**src/rtl/cpu_control_fsm.sv**
```systemverilog
// Multicycle control unit for the 16-bit CPU datapath.
// It fetches, decodes and sequences one instruction at a time, keeps the status flags and resolves branches.
module cpu_control_fsm #(
    parameter logic [2:0]  RESET_STATE = 3'd0,
    parameter logic [15:0] HALT_WORD   = 16'hFFFF
) (
    input  logic        clk,
    input  logic        reset,
    input  logic [15:0] ram_out,
    input  logic [4:0]  Flags_out,
    output logic [15:0] wEnable,
    output logic [7:0]  opcode,
    output logic [3:0]  Rdest_select,
    output logic [3:0]  Rsrc_select,
    output logic [15:0] Imm_in,
    output logic        Imm_select,
    output logic        fsm_alu_mem_selct,
    output logic        lsc_mux_selct,
    output logic        en_a,
    output logic        ram_we,
    output logic        pc_en,
    output logic        pc_mux_selct,
    output logic [15:0] pc_add_k,
    output logic [4:0]  psr,
    output logic        halted
);

    typedef enum logic [2:0] {
        S_FETCH  = 3'd0,
        S_DECODE = 3'd1,
        S_EXEC   = 3'd2,
        S_MEM_RD = 3'd3,
        S_MEM_WB = 3'd4,
        S_MEM_WR = 3'd5,
        S_HALT   = 3'd6
    } state_t;

    typedef enum logic [2:0] {
        C_ALU_R,
        C_ALU_I,
        C_LOAD,
        C_STOR,
        C_NOP,
        C_BR,
        C_HALT
    } iclass_t;

    state_t      state;
    logic [15:0] ir;
    logic [4:0]  psr_q;
    iclass_t     ir_class;
    logic        is_cmp;
    logic        taken;

    function automatic iclass_t classify(input logic [15:0] w);
        iclass_t c;
        c = C_ALU_I;
        if (w == HALT_WORD) begin
            c = C_HALT;
        end else begin
            case (w[15:12])
                4'b0000: c = C_ALU_R;
                4'b0100: begin
                    case (w[7:4])
                        4'b0000: c = C_LOAD;
                        4'b0100: c = C_STOR;
                        default: c = C_NOP;
                    endcase
                end
                4'b1100: c = C_BR;
                default: c = C_ALU_I;
            endcase
        end
        return c;
    endfunction

    // Branch condition evaluated against the latched flags {C,L,F,Z,N}.
    function automatic logic cond_met(input logic [3:0] cond, input logic [4:0] p);
        logic r;
        case (cond)
            4'b0000: r = p[1];
            4'b0001: r = ~p[1];
            4'b0010: r = p[4];
            4'b0011: r = ~p[4];
            4'b0110: r = p[0];
            4'b1100: r = ~p[0];
            4'b1110: r = 1'b1;
            default: r = 1'b0;
        endcase
        return r;
    endfunction

    assign ir_class = classify(ir);
    assign is_cmp   = ((ir_class == C_ALU_R) && (ir[7:4] == 4'b1011)) ||
                      ((ir_class == C_ALU_I) && (ir[15:12] == 4'b1011));
    assign taken    = cond_met(ir[11:8], psr_q);

    always_ff @(posedge clk) begin
        if (reset) begin
            state <= state_t'(RESET_STATE);
            ir    <= '0;
            psr_q <= '0;
        end else begin
            case (state)
                S_FETCH:  state <= S_DECODE;
                S_DECODE: begin
                    ir <= ram_out;
                    case (classify(ram_out))
                        C_LOAD:  state <= S_MEM_RD;
                        C_STOR:  state <= S_MEM_WR;
                        C_HALT:  state <= S_HALT;
                        default: state <= S_EXEC;
                    endcase
                end
                S_EXEC: begin
                    if ((ir_class == C_ALU_R) || (ir_class == C_ALU_I)) begin
                        psr_q <= Flags_out;
                    end
                    state <= S_FETCH;
                end
                S_MEM_RD: state <= S_MEM_WB;
                S_MEM_WB: state <= S_FETCH;
                S_MEM_WR: state <= S_FETCH;
                S_HALT:   state <= S_HALT;
                default:  state <= S_FETCH;
            endcase
        end
    end

    // Moore decode; everything is held at zero while reset is high.
    always_comb begin
        wEnable           = '0;
        opcode            = '0;
        Rdest_select      = '0;
        Rsrc_select       = '0;
        Imm_in            = '0;
        Imm_select        = 1'b0;
        fsm_alu_mem_selct = 1'b0;
        lsc_mux_selct     = 1'b0;
        en_a              = 1'b0;
        ram_we            = 1'b0;
        pc_en             = 1'b0;
        pc_mux_selct      = 1'b0;
        pc_add_k          = '0;
        psr               = '0;
        halted            = 1'b0;
        if (!reset) begin
            psr = psr_q;
            case (state)
                S_FETCH: en_a = 1'b1;
                S_EXEC: begin
                    Rdest_select = ir[11:8];
                    Rsrc_select  = ir[3:0];
                    pc_en        = 1'b1;
                    case (ir_class)
                        C_ALU_R: begin
                            opcode = {4'h0, ir[7:4]};
                            if (!is_cmp) wEnable = 16'h0001 << ir[11:8];
                        end
                        C_ALU_I: begin
                            opcode     = {ir[15:12], 4'h0};
                            Imm_in     = {{8{ir[7]}}, ir[7:0]};
                            Imm_select = 1'b1;
                            if (!is_cmp) wEnable = 16'h0001 << ir[11:8];
                        end
                        C_BR: begin
                            pc_mux_selct = taken;
                            pc_add_k     = {{8{ir[7]}}, ir[7:0]};
                        end
                        default: ;
                    endcase
                end
                S_MEM_RD: begin
                    lsc_mux_selct = 1'b1;
                    Rdest_select  = ir[3:0];
                    en_a          = 1'b1;
                end
                S_MEM_WB: begin
                    fsm_alu_mem_selct = 1'b1;
                    wEnable           = 16'h0001 << ir[11:8];
                    pc_en             = 1'b1;
                end
                S_MEM_WR: begin
                    lsc_mux_selct = 1'b1;
                    Rdest_select  = ir[3:0];
                    Rsrc_select   = ir[11:8];
                    en_a          = 1'b1;
                    ram_we        = 1'b1;
                    pc_en         = 1'b1;
                end
                S_HALT:  halted = 1'b1;
                default: ;
            endcase
        end
    end

endmodule

```
**config.mk**
```make
export PLATFORM = sky130hd
export DESIGN_NAME = cpu_control_fsm
export DESIGN_NICKNAME = d
export VERILOG_FILES = /design/src/rtl/cpu_control_fsm.sv
export SDC_FILE = /design/constraint.sdc
export NUM_CORES = 1
export LEC_CHECK = 0
export ABC_AREA = 1
export BUFFER_PORTS_ARGS = -buffer_cell sky130_fd_sc_hd__clkbuf_2
export CAP_MARGIN = 15
export CORE_ASPECT_RATIO = 1.4
export CORE_UTILIZATION = 35
export CTS_BUF_LIST = sky130_fd_sc_hd__clkbuf_8
export DETAILED_ROUTE_END_ITERATION = 16
export PLACE_DENSITY = 0.68
export SYNTH_ARGS = -nofsm -noshare
export SYNTH_HDL_FRONTEND = slang
export SYNTH_SLANG_ARGS = --single-unit
```
**constraint.sdc**
```tcl
create_clock -name clk -period 1.5 [get_ports clk]
set_input_delay 0.225 -clock clk [delete_from_list [all_inputs] [get_ports clk]]
set_output_delay 0.225 -clock clk [all_outputs]
set_load 0.02 [all_outputs]
```
==> impl_metrics.yaml <==
floorplanning:
  ios: 100
  die-area_um2: 5400
  start_util: 0.366
  die_w_um: 62.4
  coreArea_um2: 4880
  dieHeight_um: 86.6
  row_count: 30
outcome:
  outcome: "finished, violations left"
  violations: "setup timing"
clock_network:
  htreeDepth: 1
  clock_path_buffers: 2
  tritoncts: "built"
  cts_buffers: 3
  root_buffer: "clkbuf_8"
  path_clk_slew_ns: 0.10
  worst_skew_pair.late_latency_ns: 0.27
  cts.sinks: 24
power_and_ir_drop:
  power_density_nw_per_um2: 875
  power_frac_comb: 0.634
  p_seq_frac: 0.246
  pwr-share-clk: 0.120
  leakage_nw: 1.90
  power_switching_w: 0.00180
  switching_share: 0.464
  p_int_w: 0.00208
  peakVddDrop_v: 0.000945
worst_setup_path:
  slowest_stage: "dfxtp_1"
  critPathArrivalTime_ns: 2.03
  cp-end-kind: "primary output"
  startpoint_type: "flip-flop"
  path_cells: "nand2_1, nor2_1, nand2_1, nor2_2, nor2_4, nand4_1, nand2_4, nand2_8, nor2_4, clkbuf_8"
  worstPathMaxFanout: 7
  critPathKind: "reg -> out"
  worst_ep_required_time_ns: 1.27
  cp_top_family: "simple AND/OR/NAND/NOR gates"
  slowest_delay_ns: 0.42
  path_buf_inv: 1
timing:
  fmax_mhz: 443
  skew_ns: 0.00299
  finalSetupViolCount: 93
  timing.hold.ws_ns: 0.203
  fin_ws_ns: -0.758
  tightest_slew_ns: 0.374
  hold_viol_final: 0
  drv_slew: 0
  fin_crit_sh: 1.51
  worst_slew_margin_rel: 0.749
  min_period_ns: 2.26
  setup_tns_ns: -37.42
  rsz0062_at_grt: "yes"
detailed_routing:
  via_count: 3001
  drtPass1Iterations: 6
  wirelength_um: 11100
  wl_per_cell_um: 20.8
  drc: 0
  ant_nets: 0
  viasPerCell: 5.61
  drtIter0Drc: 257
place:
  numPortBuffers: 99
  placed_area_um2: 2870
  hpwlAfterDp_um: 4740
  gp_congestion: 0.903
yosys:
  syn_nets: 318
  yosys_register_bits: 24
  syn-cell-area_um2: 1790
  yosys.area.top_type_share: 0.269
  netlist_instances: 295
  yosysTopAreaCell: "dfxtp_1"
  synth_area_leaders: "dfxtp_1 (27%), nor2_1 (14%), nand2_1 (8.4%)"
  synth_cell_types: 30
  avgSynthCellArea_um2: 6.06
  yosys_warnings: 0
  ys_seq_area_frac: 0.269
job:
  drv_cap: 0
global_route:
  grt.met2_usage: 0.508
  busiest_layer: "met2"
  grt_pass1_wl_um: 11700
  met1_usage: 0.297
  overflow: 0
  grt_max_degree: 23
  grt_pass1_vias: 2529
  antenna_found_initial: 0
  gr-usage-met3: 0.0329
  grt_usage: 0.269
finish:
  diodes: 0
  fin_nets: 495
  fill_cells: 175
  drive_gt1_frac: 0.747
  finalInstanceArea_um2: 4440
  mostFrequentLayoutCells: "buf_4 (85), nor2_4 (42), inv_1 (32), buf_6 (32), buf_8 (29)"
  area_delta_synth_final_pct: 148
  fin_util: 0.909
  layout_commonest_cell: "buf_4"
worst_hold_path:
  hold_class: "in -> reg"
## layout make-up
class / count / area, um^2 / area share
Clock buffer: 4 / 55.1 / 0.0124
Inverter: 44 / 191 / 0.0431
Multi-Input combinational cell: 205 / 1720 / 0.387
Sequential cell: 24 / 513 / 0.116
Tap cell: 64 / 80.1 / 0.0180
Timing Repair Buffer: 192 / 1860 / 0.420
Timing Repair inverter: 2 / 20.0 / 0.00451
## state kept, by name, indices dropped and copies added, names as in the netlist
name,cells
psr_q,5
state,3
ir,16
## logic make-up after synthesis
kind of cell           Yosys count  synth area share
AO/OA/AOI/OAI                   59             0.177
flip-flops                      24             0.269
AND/OR/NAND/NOR                144             0.359
buffers and inverters           68             0.195
## Yosys cell counts
master     count
nor2_1        68
nand2_1       40
inv_1         39
o21ai_0       27
dfxtp_1       24
a21oi_1       23
buf_4         16
nand3_1        9
nand4_1        8
nand2_2        6
buf_6          4
o22ai_1        4
inv_2          3
nor2_4         3
nor3_1         3
buf_2          2
clkbuf_1       2
or2_2          2
a31o_2         1
and3_1         1
clkinv_1       1
clkinv_2       1
nand2_4        1
nand4_2        1
nor2_2         1
nor4_1         1
o2111ai_1      1
o211ai_1       1
o221ai_1       1
o31ai_1        1
## through the flow
stage / total power (W) / instances / setup WS (ns)
after floorplan: 0.00161 / 295 / -0.118
after global placement: 0.00227 / 499 / -0.145
after detailed placement: 0.00229 / 499 / -0.185
after CTS: 0.00309 / 519 / -0.448
after global routing: 0.00402 / 535 / -0.752
final: 0.00388 / 535 / -0.758
## worst reg2reg max path, cell delays in order (launching register included)
cell,delay (ns)
dfxtp_2,0.35
inv_2,0.05
buf_6,0.11
nor2_4,0.10
inv_2,0.06
buf_6,0.12
buf_6,0.11
nor2_4,0.19
clkinv_4,0.13
o21ai_1,0.27
a21oi_2,0.06
## path summary, 6_finish.rpt
check | start | endpoint | slack, ns | depth (start not counted)
setup / recovery | ir[1] | wEnable[2] | -0.76 | 10
hold / removal | ram_out[12] | ir[12] | 0.20 | 3
setup reg to reg | state[0] | ir[2] | -0.17 | 10
hold reg to reg | psr_q[3] | psr_q[3] | 0.46 | 2
## power by group through the flow
stage | Clock, W | Combinational, W | Sequential (W)
global route | 0.000491 | 0.00256 | 0.000968
finish | 0.000465 | 0.00246 | 0.000957
global placement | 0 | 0.00140 | 0.000868
floorplan | 0 | 0.000739 | 0.000873
CTS | 0.000447 | 0.00175 | 0.000891
detailed placement | 0 | 0.00142 | 0.000876
## layer usage
metal | vias up | wire length (um)
met3 | 84 | 759
met5 | - | 0
met4 | 0 | 961
met2 | 212 | 5660
li1 | 1288 | -
met1 | 1417 | 3750
## repair_timing
item                       in CTS  in global routing
setup buffers                  14                 21
pin swaps                      22                 51
hold buffers                    0                  0
setup endpoints to repair      70                 95
cloned                          2                  2
gates resized for setup       189                197
Power figures use the tool's default switching activity.
